### config.mk
export PLATFORM = sky130hd
export DESIGN_NAME = fp_converter_sequencer
export DESIGN_NICKNAME = d
export VERILOG_FILES = /design/src/rtl/fp_converter_sequencer.sv
export SDC_FILE = /design/constraint.sdc
export NUM_CORES = 1
export LEC_CHECK = 0
export BUFFER_PORTS_ARGS = -buffer_cell sky130_fd_sc_hd__buf_2
export CAP_MARGIN = 15
export CORE_AREA = 2 2 165 167
export DETAILED_ROUTE_END_ITERATION = 16
export DIE_AREA = 0 0 167 169
export PLACE_DENSITY = 0.61
export SLEW_MARGIN = 20
export SYNTH_ARGS = -nofsm -noshare
export SYNTH_HDL_FRONTEND = slang
export SYNTH_SLANG_ARGS = --single-unit
### constraint.sdc
create_clock -name clk -period 2.6 [get_ports clk]
set_clock_uncertainty 0.15 [all_clocks]
set_input_delay 0.39 -clock clk [delete_from_list [all_inputs] [get_ports clk]]
set_output_delay 0.39 -clock clk [all_outputs]
set_load 0.03 [all_outputs]
### src/rtl/fp_converter_sequencer.sv
// fp_converter_sequencer
//
// Sits between the FP issue stage and the FpConverter datapath. It accepts
// one conversion request at a time and resolves a dynamic rounding mode
// from frm. It holds the operands on the converter for LATENCY cycles,
// then captures the converter result, flags and tag and returns them as a
// response. Illegal rounding modes are answered at once with respIllegal
// and all-zero results. flush drops whatever is in flight.
//
// Handshakes: a transfer happens on a rising edge where valid && ready
// were both high in the preceding cycle. While valid is high the sender
// keeps its payload stable. ready never depends combinationally on the
// same channel's valid.
//
// Ports
//   clk, rst          clock, synchronous active-high reset
//   flush             drop in-flight request and pending response
//   frm               fcsr.frm, used when reqRoundingMode is DYN (3'b111)
//   req*              request channel (valid/ready, command, rm, operands, tag)
//   cvt* (out)        registered operands held on the converter
//   cvt* (in)         converter int/fp results and flags
//   resp*             response channel (valid/ready, results, flags, tag, illegal)
//   busy              sequencer not idle
//   state_dbg         current FSM state (0 IDLE, 1 EXEC, 2 DONE)
//
// Flags are ordered {NV, DZ, OF, UF, NX} from bit 4 down to bit 0.

module fp_converter_sequencer #(
  parameter int LATENCY = 2,   // cycles operands are held, 1..15
  parameter int TAG_W   = 4,
  parameter int CMD_W   = 3
) (
  input  logic             clk,
  input  logic             rst,
  input  logic             flush,
  input  logic [2:0]       frm,
  input  logic             reqValid,
  output logic             reqReady,
  input  logic [CMD_W-1:0] reqCommand,
  input  logic [2:0]       reqRoundingMode,
  input  logic [31:0]      reqIntSrc,
  input  logic [63:0]      reqFpSrc,
  input  logic [TAG_W-1:0] reqTag,
  output logic [CMD_W-1:0] cvtCommand,
  output logic [2:0]       cvtRoundingMode,
  output logic [31:0]      cvtIntSrc,
  output logic [63:0]      cvtFpSrc,
  input  logic [31:0]      cvtIntResult,
  input  logic [63:0]      cvtFpResult,
  input  logic [4:0]       cvtFlags,
  output logic             respValid,
  input  logic             respReady,
  output logic [31:0]      respIntResult,
  output logic [63:0]      respFpResult,
  output logic [4:0]       respFlags,
  output logic [TAG_W-1:0] respTag,
  output logic             respIllegal,
  output logic             busy,
  output logic [1:0]       state_dbg
);

  typedef enum logic [1:0] {
    IDLE = 2'd0,
    EXEC = 2'd1,
    DONE = 2'd2
  } state_t;

  state_t     state;
  logic [3:0] count;

  logic [2:0] rm_resolved;
  logic       rm_illegal;
  logic       accept;

  // DYN selects frm; 101/110/111 are reserved encodings after resolution.
  assign rm_resolved = (reqRoundingMode == 3'b111) ? frm : reqRoundingMode;
  assign rm_illegal  = rm_resolved[2] & (rm_resolved[1] | rm_resolved[0]);

  // Ready depends only on state, respReady and flush. In DONE a new request
  // can only enter in the cycle the current response retires.
  assign reqReady  = !flush && ((state == IDLE) || ((state == DONE) && respReady));
  assign accept    = reqValid && reqReady;

  assign respValid = (state == DONE);
  assign busy      = (state != IDLE);
  assign state_dbg = state;

  always_ff @(posedge clk) begin
    if (rst) begin
      state           <= IDLE;
      count           <= '0;
      cvtCommand      <= '0;
      cvtRoundingMode <= '0;
      cvtIntSrc       <= '0;
      cvtFpSrc        <= '0;
      respIntResult   <= '0;
      respFpResult    <= '0;
      respFlags       <= '0;
      respTag         <= '0;
      respIllegal     <= 1'b0;
    end else if (flush) begin
      // Pending response simply disappears; data registers are left alone.
      state <= IDLE;
    end else if (accept) begin
      // Covers both a fresh start from IDLE and back-to-back from DONE.
      respTag <= reqTag;
      if (rm_illegal) begin
        // The converter never sees an illegal request: cvt* keep old values.
        respIntResult <= '0;
        respFpResult  <= '0;
        respFlags     <= '0;
        respIllegal   <= 1'b1;
        state         <= DONE;
      end else begin
        cvtCommand      <= reqCommand;
        cvtRoundingMode <= rm_resolved;
        cvtIntSrc       <= reqIntSrc;
        cvtFpSrc        <= reqFpSrc;
        count           <= 4'(LATENCY - 1);
        respIllegal     <= 1'b0;
        state           <= EXEC;
      end
    end else begin
      case (state)
        EXEC: begin
          if (count == 4'd0) begin
            respIntResult <= cvtIntResult;
            respFpResult  <= cvtFpResult;
            respFlags     <= cvtFlags;
            state         <= DONE;
          end else begin
            count <= count - 4'd1;
          end
        end
        DONE: begin
          if (respReady) state <= IDLE;
        end
        default: ;
      endcase
    end
  end

endmodule
==> metrics, run 1 <==
RSZ-0062 raised after global routing=false; Worst Path Arrival=between 2 and 3 ns; Post-CTS Resized=0; CP Capture Type=flip-flop; critical path type=flip-flop to flip-flop; Clock power frac=a little over two fifths; Req. time, crit path=around 2.9 ns; CTS Root Cell=clkbuf_16; Max Fclk=between 400 and 500 MHz; layout cells sized above 1=roughly a third; total routing usage reported by global routing=21.64%; distinct cell type count after synthesis=45; DR pass1 iterations=6; Logic pwr share=~15%; final setup violation count=0; vias in the first global route=9972; Syn Area/Cell=slightly below 9 µm²; Fin Setup TNS=0 ns; Worst slew margin=between 20 and 30%; fin. max-slew vios=0; via count=10500; Post-route DRC=0; initial antenna violation count=0; commonest non-fill, non-tap cell in the layout=buf_2; total CTS buffers=26; Synth top area share=46.87%; Die Span X=around 170 µm; synthesized flop and latch total=around 210; Worst-Margin Slew=1.095 ns; routed wl met3=about 2500 µm; remaining global-route overflow=0; placed cell area=approximately 11000 µm²; clock latency on the worst-skew pair=about 0.51 ns; diodes inserted=0; syn_nets=about 1200; H-Tree Depth=1; # clock sinks=approximately 210; Synth area leader=dfxtp_1; met2 routed WL=~16000 µm; Max VDD drop=around 0.42 mV; # IOs=roughly 430; most frequent cells in the layout=buf_2 (425), dfxtp_1 (214), dlygate4sd3_1 (203); Pint=6196 µW; pin count of the biggest net entering global routing=~110; Leakage=0.005980 µW; DRT iter0 DRCs=between 800 and 900; Cell Pwr Density=just under 600 nW/µm²; CTS tree=built; Vias/cell=about 5.4; NetSw=approximately 2200 µW; synthesized instance count=1023; Hold Crit Class=input port to flip-flop; R2R setup slack=~0.26 ns; Crit Path Max Fanout=roughly 100; initial core utilization=34.49%; clock-pin transition on the worst setup and hold timing paths=0.06 ns; first-pass GRT wire length=about 52000 µm; Met1 Routed Length=between 10000 and 15000 µm; hold_ws=between 0.04 and 0.05 ns; port buffer count=427; area grow syn2layout=55.82%; Period minus WS final=around 2.3 ns; Hold Violations, Final=0; Area contributors post-synth=dfxtp_1 (47%), a32oi_1 (9.7%), o41ai_1 (9.2%); Power, Total=roughly 8400 µW; nets@finish=~1800; RD Place Congestion=around 0.78; Die ar.=approximately 28000 µm²; Max Cap Viol=0; Avg WL per Cell=between 15 and 20 µm; number of synthesis warnings=0; post-route ant nets=0; clk buf depth=3; Critical Path Source Type=flip-flop; outcome=finished clean; FP Rows=60; Die Height=~170 µm; Non-Filler Cell Area, Final=about 14000 µm²; post-synthesis cell area=roughly 9100 µm²; Max Used Layer=met4; WL final=33520 µm; Reg power frac=roughly two fifths; sequential share of the synthesized area=between 40% and 50%; Detail Placement HPWL=19350 µm; Core Box Area=between 20000 and 30000 µm²; Sw Share=~26%; fin crit share=about nine tenths
[through the flow]
stage               instances  util (%)  setup WS, ns
floorplan                1023         -        0.6922
global placement         1682     42.77        0.4013
CTS                      1931     53.74        0.2959
finish                   1931     53.74        0.2576
global route             1931     53.74        0.1133
detailed placement       1682     42.77        0.3062
[cell usage after synthesis]
library cell,instances
buf_6,19
o211a_1,2
o21ai_2,1
xnor2_1,1
o41ai_1,96
a31oi_1,1
or3b_4,1
inv_1,105
nand3b_1,2
nor3_1,1
nor2_2,1
a2111oi_0,1
a31oi_2,1
a211oi_1,1
o21ai_1,1
a32oi_1,101
buf_2,30
nor2b_1,1
o22ai_1,1
nand2_1,14
nand3_1,103
nor3b_1,1
o41ai_2,5
inv_2,3
nor4_4,1
nor4_1,1
a31o_1,1
o311a_1,1
nor2_1,5
buf_4,3
o211ai_1,2
o2111ai_4,1
a22oi_1,1
clkbuf_1,74
o2111a_1,1
a21oi_1,111
nand2b_1,1
nand4_1,2
and4_1,1
nand4b_1,1
buf_1,2
dfxtp_1,214
and3_1,1
o21ai_0,104
ha_1,2
[worst max-delay path: stages (launching register included)]
cell,delay [ns]
dfxtp_1,0.33
inv_1,0.13
ha_1,0.17
or3b_4,0.42
nor4_4,0.27
buf_12,0.38
a32oi_1,0.16
o41ai_2,0.11
[timing repair]
item | 4_1_cts | 5_1_grt
setup buffers | 0 | 0
hold endpoints to repair | 203 | 0
hold buffers | 203 | 0
[metal layers]
layer / global-route usage (%) / vias up
met3: 4.325 / 91
met2: 36.46 / 483
met4: 8.058 / 0
li1: - / 4966
met1: 27.45 / 4961
met5: 0 / -
[final cells by class]
type,instances,area [µm²]
multi-input combinational,573,3817
clock inverter,4,73.82
fill,2363,12260
inverter,108,405.4
timing repair buffer,649,4433
sequential,214,4284
tap,341,426.7
clock buffer,42,802.0
[power groups by stage]
stage	registers [µW]	clock network, µW	logic, µW
2_1_floorplan	3720	0	393
3_3_place_gp	3510	0	999
3_5_place_dp	3510	0	1000
4_1_cts	3440	3750	1250
5_1_grt	3460	3880	1340
6_report	3450	3670	1260
[path summary, 6_finish.rpt]
kind                      startpoint                             end  cells past startpoint
min reg2reg  respTag[2]$_SDFFE_PP0P_         respTag[2]$_SDFFE_PP0P_                      2
max            count[0]$_SDFFE_PP0P_  respIntResult[20]$_SDFFE_PP0P_                      7
max reg2reg    count[0]$_SDFFE_PP0P_  respIntResult[20]$_SDFFE_PP0P_                      7
min                    reqCommand[2]      cvtCommand[2]$_SDFFE_PP0P_                      3
[flip-flops by register name, summed over array words and instances, names as in the netlist, 3 cells and up]
name and count:
count 4, cvtCommand 3, cvtFpSrc 64, cvtIntSrc 32, cvtRoundingMode 3, respFlags 5
respFpResult 64, respIntResult 32, respTag 4
[cells by family after synthesis]
family | after synthesis | synth area share, %
buffers and inverters | 236 | 11.79
xor gates and xnor gates | 1 | 0.09584
adders and majority gates | 2 | 0.2737
DFF | 214 | 46.87
AOI/OAI and AO/OA | 433 | 33.22
and+or+nand+nor | 137 | 7.748
No activity file was read; power rests on OpenSTA's default activity.
==> inputs of run 2 (changes only) <==
--- a/config.mk
+++ b/config.mk
@@ -7,10 +7,10 @@
 export LEC_CHECK = 0
 export BUFFER_PORTS_ARGS = -buffer_cell sky130_fd_sc_hd__buf_2
 export CAP_MARGIN = 15
-export CORE_AREA = 2 2 165 167
+export CORE_AREA = 2 2 168 170
 export DETAILED_ROUTE_END_ITERATION = 16
-export DIE_AREA = 0 0 167 169
-export PLACE_DENSITY = 0.61
+export DIE_AREA = 0 0 170 172
+export PLACE_DENSITY = 0.6
 export SLEW_MARGIN = 20
 export SYNTH_ARGS = -nofsm -noshare
 export SYNTH_HDL_FRONTEND = slang
==> constraint.sdc (replaced) <==
create_clock -name clk -period 3 [get_ports clk]
set_clock_uncertainty 0.15 [all_clocks]
set_input_delay 0.45 -clock clk [delete_from_list [all_inputs] [get_ports clk]]
set_output_delay 0.45 -clock clk [all_outputs]
set_load 0.03 [all_outputs]
==> run 2 against run 1 <==
Critical path depth unchanged. Routed wire length decreased by 5.3%. Critical endpoint is now respIntResult[24]$_SDFFE_PP0P_. Setup slack improved by 0.49 ns. Final area decreased by 7.9%. First-iteration DRC count increased by 2.0%. Register-to-register slack improved by 0.49 ns. Utilization decreased by 6.0 points. Largest power group is now sequential cells. Highest routed layer unchanged.
==> metrics, run 2 (synthesis results as in run 1) <==
Sw Share=27.07% (+1.1 points); FP Rows=61 (+1.7%); Reg power frac=44.5% (+3.4 points); Hold Startpoint=reqTag[0]; Worst Path Arrival=2.49 ns (-0.11 ns); Die Height=172 µm (+1.8%); clk buf depth=3 (unchanged); port buffer count=427 (unchanged); R2R setup slack=0.75 ns (+0.49 ns); Leakage=0.005501 µW (-8.0%); vias in the first global route=9109 (-8.7%); Detail Placement HPWL=19560 µm (+1.1%); area grow syn2layout=43.49%; Fin Setup TNS=0 ns (unchanged); area of the multi-input gates=3817 µm² (unchanged); Pint=4889 µW (-21%); Hold Crit Class=input port to flip-flop; layout cells sized above 1=33.65% (+2.1 points); via count=9956 (-5.2%); Post-route DRC=0 (unchanged); critical path type=flip-flop to flip-flop; Power, Total=6703 µW (-20%); Worst-Margin Slew=0.8479 ns (-0.2475 ns); Period minus WS final=2.252 ns (-0.09042 ns); DRT iter0 DRCs=915 (+2.0%); final core occ=47.73% (-6.0 points); Crit Path Max Fanout=72 (-29%); Hold Violations, Final=0 (unchanged); total routing usage reported by global routing=19.72% (-1.9 points); worst flop-to-flop path startpoint=count[0]$_SDFFE_PP0P_; CP Capture Type=flip-flop; DR pass1 iterations=5 (-1); Cell Count, Final, Fillers Out=1830 (-5.2%); Cell Pwr Density=511.1 nW/µm² (-13%); total CTS buffers=25 (-3.8%); Max VDD drop=0.3374 mV (-19%); CTS tree=built; Filler cells=2668 (+13%); Worst slew margin=43.48% (+17 points); Post-CTS Resized=0 (unchanged); Register Area=4284 µm² (unchanged); Req. time, crit path=3.23 ns (+0.37 ns); first-pass GRT wire length=48120 µm (-7.6%); buffers inserted during post-CTS setup optimization=0 (unchanged); RSZ-0062 raised after global routing=false; CTS Hold Bufs=100 (-51%); Avg WL per Cell=17.34 µm (-0.11%); remaining global-route overflow=0 (unchanged); fin. max-slew vios=0 (unchanged); pin count of the biggest net entering global routing=139 (+25%); H-Tree Depth=1 (unchanged); WL final=31730 µm (-5.3%); Max Fclk=444.1 MHz (+4.0%); Setup WS post-layout=0.7480 ns (+0.4904 ns); RD Place Congestion=0.8108 (+3.5%); Die ar.=29240 µm² (+3.6%); placed cell count=1688 (+0.36%); clock-pin transition on the worst setup and hold timing paths=0.06 ns (about the same); outcome=finished clean; NetSw=1815 µW (-17%); # IOs=428 (unchanged); nets@finish=1687 (-5.7%); Die Span X=170 µm (+1.8%); Max Cap Viol=0 (unchanged); Logic pwr share=14.6% (-0.4 points); most frequent cells in the layout=buf_2 (425), dfxtp_1 (214), a21oi_1 (111); biggest regs=cvtFpSrc: 64 flops, respFpResult: 64 flops; Clock power frac=40.9% (-2.9 points); commonest non-fill, non-tap cell in the layout=buf_2; Critical path origin=count[0]$_SDFFE_PP0P_; Critical Path Source Type=flip-flop; initial core utilization=33.27% (-1.2 points); final setup violation count=0 (unchanged); fin crit share=75.07% (-15 points); Vias/cell=5.440 (about the same); post-route ant nets=0 (unchanged); CTS Root Cell=clkbuf_16; pre-CTS setup slack=0.8141 ns (+0.5079 ns); initial antenna violation count=0 (unchanged); # clock sinks=214 (unchanged); clock latency on the worst-skew pair=0.51 ns (about the same); Core Box Area=27480 µm² (+3.7%)
-- run 2: cell types whose count changed in the layout (fill, tap and decap cells not counted), sizes merged --
cell         previous run  this run
clkinv                  2         5
dlygate4sd3           203       100
diode                   0         1
bufinv                  2         0
clkbuf                 42        35
buf                   446       448
-- run 2: cell type report --
cell class / count / area share (%)
Sequential cell: 214 / 32.67
Multi-Input combinational cell: 573 / 29.11
Timing Repair Buffer: 548 / 26.34
Clock buffer: 35 / 5.285
Tap cell: 346 / 3.301
Inverter: 108 / 3.091
Clock inverter: 5 / 0.1908
Antenna cell: 1 / 0.01908
-- run 2: stage by stage --
step / instance area, µm² / hold slack, ns
after floorplan: 9140 / 0.3424
after global placement: 11370 / 0.2895
after detailed placement: 11370 / 0.2949
after CTS: 13090 / 0.005016
after global routing: 13110 / 0.01145
final: 13120 / 0.03013
-- run 2: path summary, 6_finish.rpt --
check | to | depth (start not counted)
setup / recovery | respIntResult[24]$_SDFFE_PP0P_ | 7
hold / removal | respTag[0]$_SDFFE_PP0P_ | 3
setup reg to reg | respIntResult[24]$_SDFFE_PP0P_ | 7
hold reg to reg | respIllegal$_SDFFE_PP0P_ | 2
-- run 2: worst max-delay path, cell delays in order (launching register included) --
cell and delay, ns:
dfxtp_1 0.33, inv_1 0.13, ha_1 0.17, or3b_4 0.43, nor4_4 0.30, buf_12 0.34, a32oi_1 0.13, o41ai_1 0.11
-- run 2: power groups by stage --
stage | Sequential, µW | Combinational, µW | Clock (µW)
final | 2990 | 978 | 2740
after global routing | 2990 | 1050 | 2940
after CTS | 2980 | 973 | 2830
after detailed placement | 3050 | 868 | 0
after global placement | 3040 | 867 | 0
after floorplan | 3230 | 340 | 0
-- run 2: metal layers --
layer | GRT usage [%] | vias up | part of all wire, %
li1 | - | 4750 | -
met1 | 25.42 | 4728 | 42
met2 | 32.69 | 408 | 48
met3 | 4.189 | 70 | 7.2
met4 | 7.061 | 0 | 3.1
met5 | 0 | - | 0
==> inputs of run 3 (changes only) <==
--- a/config.mk
+++ b/config.mk
@@ -7,10 +7,10 @@
 export LEC_CHECK = 0
 export BUFFER_PORTS_ARGS = -buffer_cell sky130_fd_sc_hd__buf_2
 export CAP_MARGIN = 15
-export CORE_AREA = 2 2 168 170
+export CORE_AREA = 2 2 165 167
 export DETAILED_ROUTE_END_ITERATION = 16
-export DIE_AREA = 0 0 170 172
-export PLACE_DENSITY = 0.6
+export DIE_AREA = 0 0 167 169
+export PLACE_DENSITY = 0.64
 export SLEW_MARGIN = 20
 export SYNTH_ARGS = -nofsm -noshare
 export SYNTH_HDL_FRONTEND = slang
==> constraint.sdc (replaced) <==
create_clock -name clk -period 1.95 [get_ports clk]
set_clock_uncertainty 0.15 [all_clocks]
set_input_delay 0.2925 -clock clk [delete_from_list [all_inputs] [get_ports clk]]
set_output_delay 0.2925 -clock clk [all_outputs]
set_load 0.03 [all_outputs]
==> run 3 against run 2 <==
The flow now finishes with violations (negative setup slack). Die area down 3.5%. Routed wire length up 12%. Clock power is 64% higher. Maximum frequency is 11% higher. Total power up 62%. Register-to-register slack got worse by 0.83 ns. Sequential cell count is the same. Sequential power increased by 54%. Setup slack worse by 0.83 ns. Final cell count is 7.9% higher. Hold slack better by 0.0091 ns. Global-route usage up 3.3 points.
==> metrics, run 3 (synthesis results as in run 1) <==
outcome=finished, violations left; violated checks=negative setup slack; reg2reg end=respIntResult[23]$_SDFFE_PP0P_; Power, Total=10890 µW (+62%); fin crit share=104.3% (+29 points); total routing usage reported by global routing=23.07% (+3.3 points); initial antenna violation count=0 (unchanged); cell breakdown of the critical path=inv_2, ha_4, or3b_4, nor4_4, buf_6, buf_12, buf_16, a32oi_1, o41ai_1; Hold Crit Depth=4 (+1); initial core utilization=34.49% (+1.2 points); Setup crit end=respIntResult[23]$_SDFFE_PP0P_; Detail Placement HPWL=20780 µm (+6.2%); r2r worst-path depth=9 (+2); vias in the first global route=10670 (+17%); Met1 Routed Length=13820 µm (+4.7%); critical path type=flip-flop to flip-flop; CP Capture Type=flip-flop; port buffer count=427 (unchanged); Die Height=169 µm (-1.7%); pin count of the biggest net entering global routing=134 (-3.6%); H-Tree Depth=1 (unchanged); first-pass GRT wire length=54910 µm (+14%); remaining global-route overflow=0 (unchanged); clk buf depth=3 (unchanged); RSZ-0062 raised after global routing=true; diodes inserted=0 (-1); # clock sinks=214 (unchanged); CTS Root Cell=clkbuf_16; Setup WS post-layout=-0.08330 ns (-0.8313 ns); Req. time, crit path=2.20 ns (-1.03 ns); final setup violation count=23 (+23); CP max-delay cell=or3b_4; CP max stage delay=0.38 ns (-0.05 ns); biggest regs=cvtFpSrc: 64 flops, respFpResult: 64 flops; Cell Count, Final, Fillers Out=1975 (+7.9%); # IOs=428 (unchanged); Max Used Layer=met4; Vias/cell=5.574 (+2.4%); post-route ant nets=0 (unchanged); Worst-Margin Slew=0.8936 ns (+0.04576 ns); CTS tree=built; total CTS buffers=25 (unchanged); placed cell count=1715 (+1.6%); Max Fclk=491.8 MHz (+11%); Core Box Area=26500 µm² (-3.6%); clock latency on the worst-skew pair=0.51 ns (about the same); Critical path origin=count[0]$_SDFFE_PP0P_; final core occ=56.11% (+8.4 points); fin. max-slew vios=0 (unchanged); WL final=35630 µm (+12%); Die ar.=28220 µm² (-3.5%); layout cells sized above 1=34.03% (+0.38 points); Post-route DRC=0 (unchanged); nets@finish=1838 (+9.0%); Worst slew margin=40.43% (-3.1 points); Hold Crit Class=input port to flip-flop; Worst Path Arrival=2.29 ns (-0.20 ns); met2 routed WL=17530 µm (+15%); area grow syn2layout=62.70%; most frequent cells in the layout=buf_2 (424), dfxtp_1 (210), dlygate4sd3_1 (208); Avg WL per Cell=18.04 µm (+4.0%); commonest non-fill, non-tap cell in the layout=buf_2; Crit Path Max Fanout=7 (-90%); FP Rows=60 (-1.6%); via count=11010 (+11%); DRT iter0 DRCs=1029 (+12%); Period minus WS final=2.033 ns (-0.2187 ns); Leakage=0.006289 µW (+14%); routed wl met3=2687 µm (+18%); clock-pin transition on the worst setup and hold timing paths=0.06 ns (about the same); worst flop-to-flop path startpoint=count[0]$_SDFFE_PP0P_; Critical Path Source Type=flip-flop; Die Span X=167 µm (-1.8%); Hold Violations, Final=0 (unchanged); DR pass1 iterations=6 (+1); Max Cap Viol=0 (unchanged); Cell Pwr Density=732.1 nW/µm² (+43%); R2R setup slack=-0.08 ns (-0.83 ns); Max VDD drop=0.7189 mV (+110%); RD Place Congestion=0.7694 (-5.1%)
-- run 3: cell types whose count changed in the layout (fill, tap and decap cells not counted), moves of 4 or more --
cell	previous run	this run
dlygate4sd3_1	100	208
buf_4	10	34
buf_12	12	22
clkbuf_1	7	3
dfxtp_1	214	210
dfxtp_2	0	4
-- run 3: metal layers --
metal / GRT usage [%] / up-vias
met1: 27.77 / 5218
met4: 11.21 / 0
li1: - / 5070
met2: 39.95 / 589
met5: 0 / -
met3: 3.975 / 131
-- run 3: repair_timing --
item / CTS / global route
hold endpoints to repair: 208 / 0
hold buffers: 208 / 0
cloned: 2 / 3
pin swaps: 4 / 5
endpoints found under the setup margin: 74 / 105
gates resized for setup: 9 / 14
setup buffers: 6 / 2
-- run 3: final cells by class --
| type | instances | area, µm² |
|---|---|---|
| fillers | 2266 | 11630 |
| repair buffers | 699 | 5110 |
| flip-flops and latches | 214 | 4289 |
| multi-input cells | 573 | 3859 |
| clock buffers | 34 | 719.4 |
| well taps | 341 | 426.7 |
| inverters | 108 | 405.4 |
| clock inverters | 6 | 61.31 |
-- run 3: through the flow --
stage	hold WS (ns)	instance area, µm²	worst slack, ns	setup TNS, ns
6_report	0.03921	14870	-0.08330	-0.6860
5_1_grt	0.07458	14870	-0.1590	-7.695
4_1_cts	0.01607	14730	-0.05093	-1.236
3_5_place_dp	0.2935	11730	-0.05434	-1.846
3_3_place_gp	0.2898	11730	-0.001928	-0.001928
2_1_floorplan	0.2518	9140	0.04223	0
-- run 3: worst min path at each step --
stage	from	to	slack, ns
after floorplan	cvtFlags[4]	respFlags[4]$_SDFFE_PP0P_	0.25
after global placement	respTag[3]$_SDFFE_PP0P_	respTag[3]$_SDFFE_PP0P_	0.29
after detailed placement	respTag[3]$_SDFFE_PP0P_	respTag[3]$_SDFFE_PP0P_	0.29
after CTS	frm[2]	cvtRoundingMode[0]$_SDFFE_PP0P_	0.02
after global routing	frm[2]	cvtRoundingMode[0]$_SDFFE_PP0P_	0.07
final	frm[2]	cvtRoundingMode[0]$_SDFFE_PP0P_	0.04
-- run 3: where the power goes --
part           total [µW]  switching, µW  internal, µW
clock network        4500           1820          2680
registers            4600           78.4          4520
logic                1790           1020           771
-- run 3: worst max-delay path, delay by kind of cell, from the launching register on --
family                   cells  cell delay (ns)
AO/OA/AOI/OAI                2             0.18
AND/OR/NAND/NOR              2             0.63
flip-flops                   1             0.32
adder cells (fa/ha/maj)      1             0.12
buffers and inverters        4             0.52
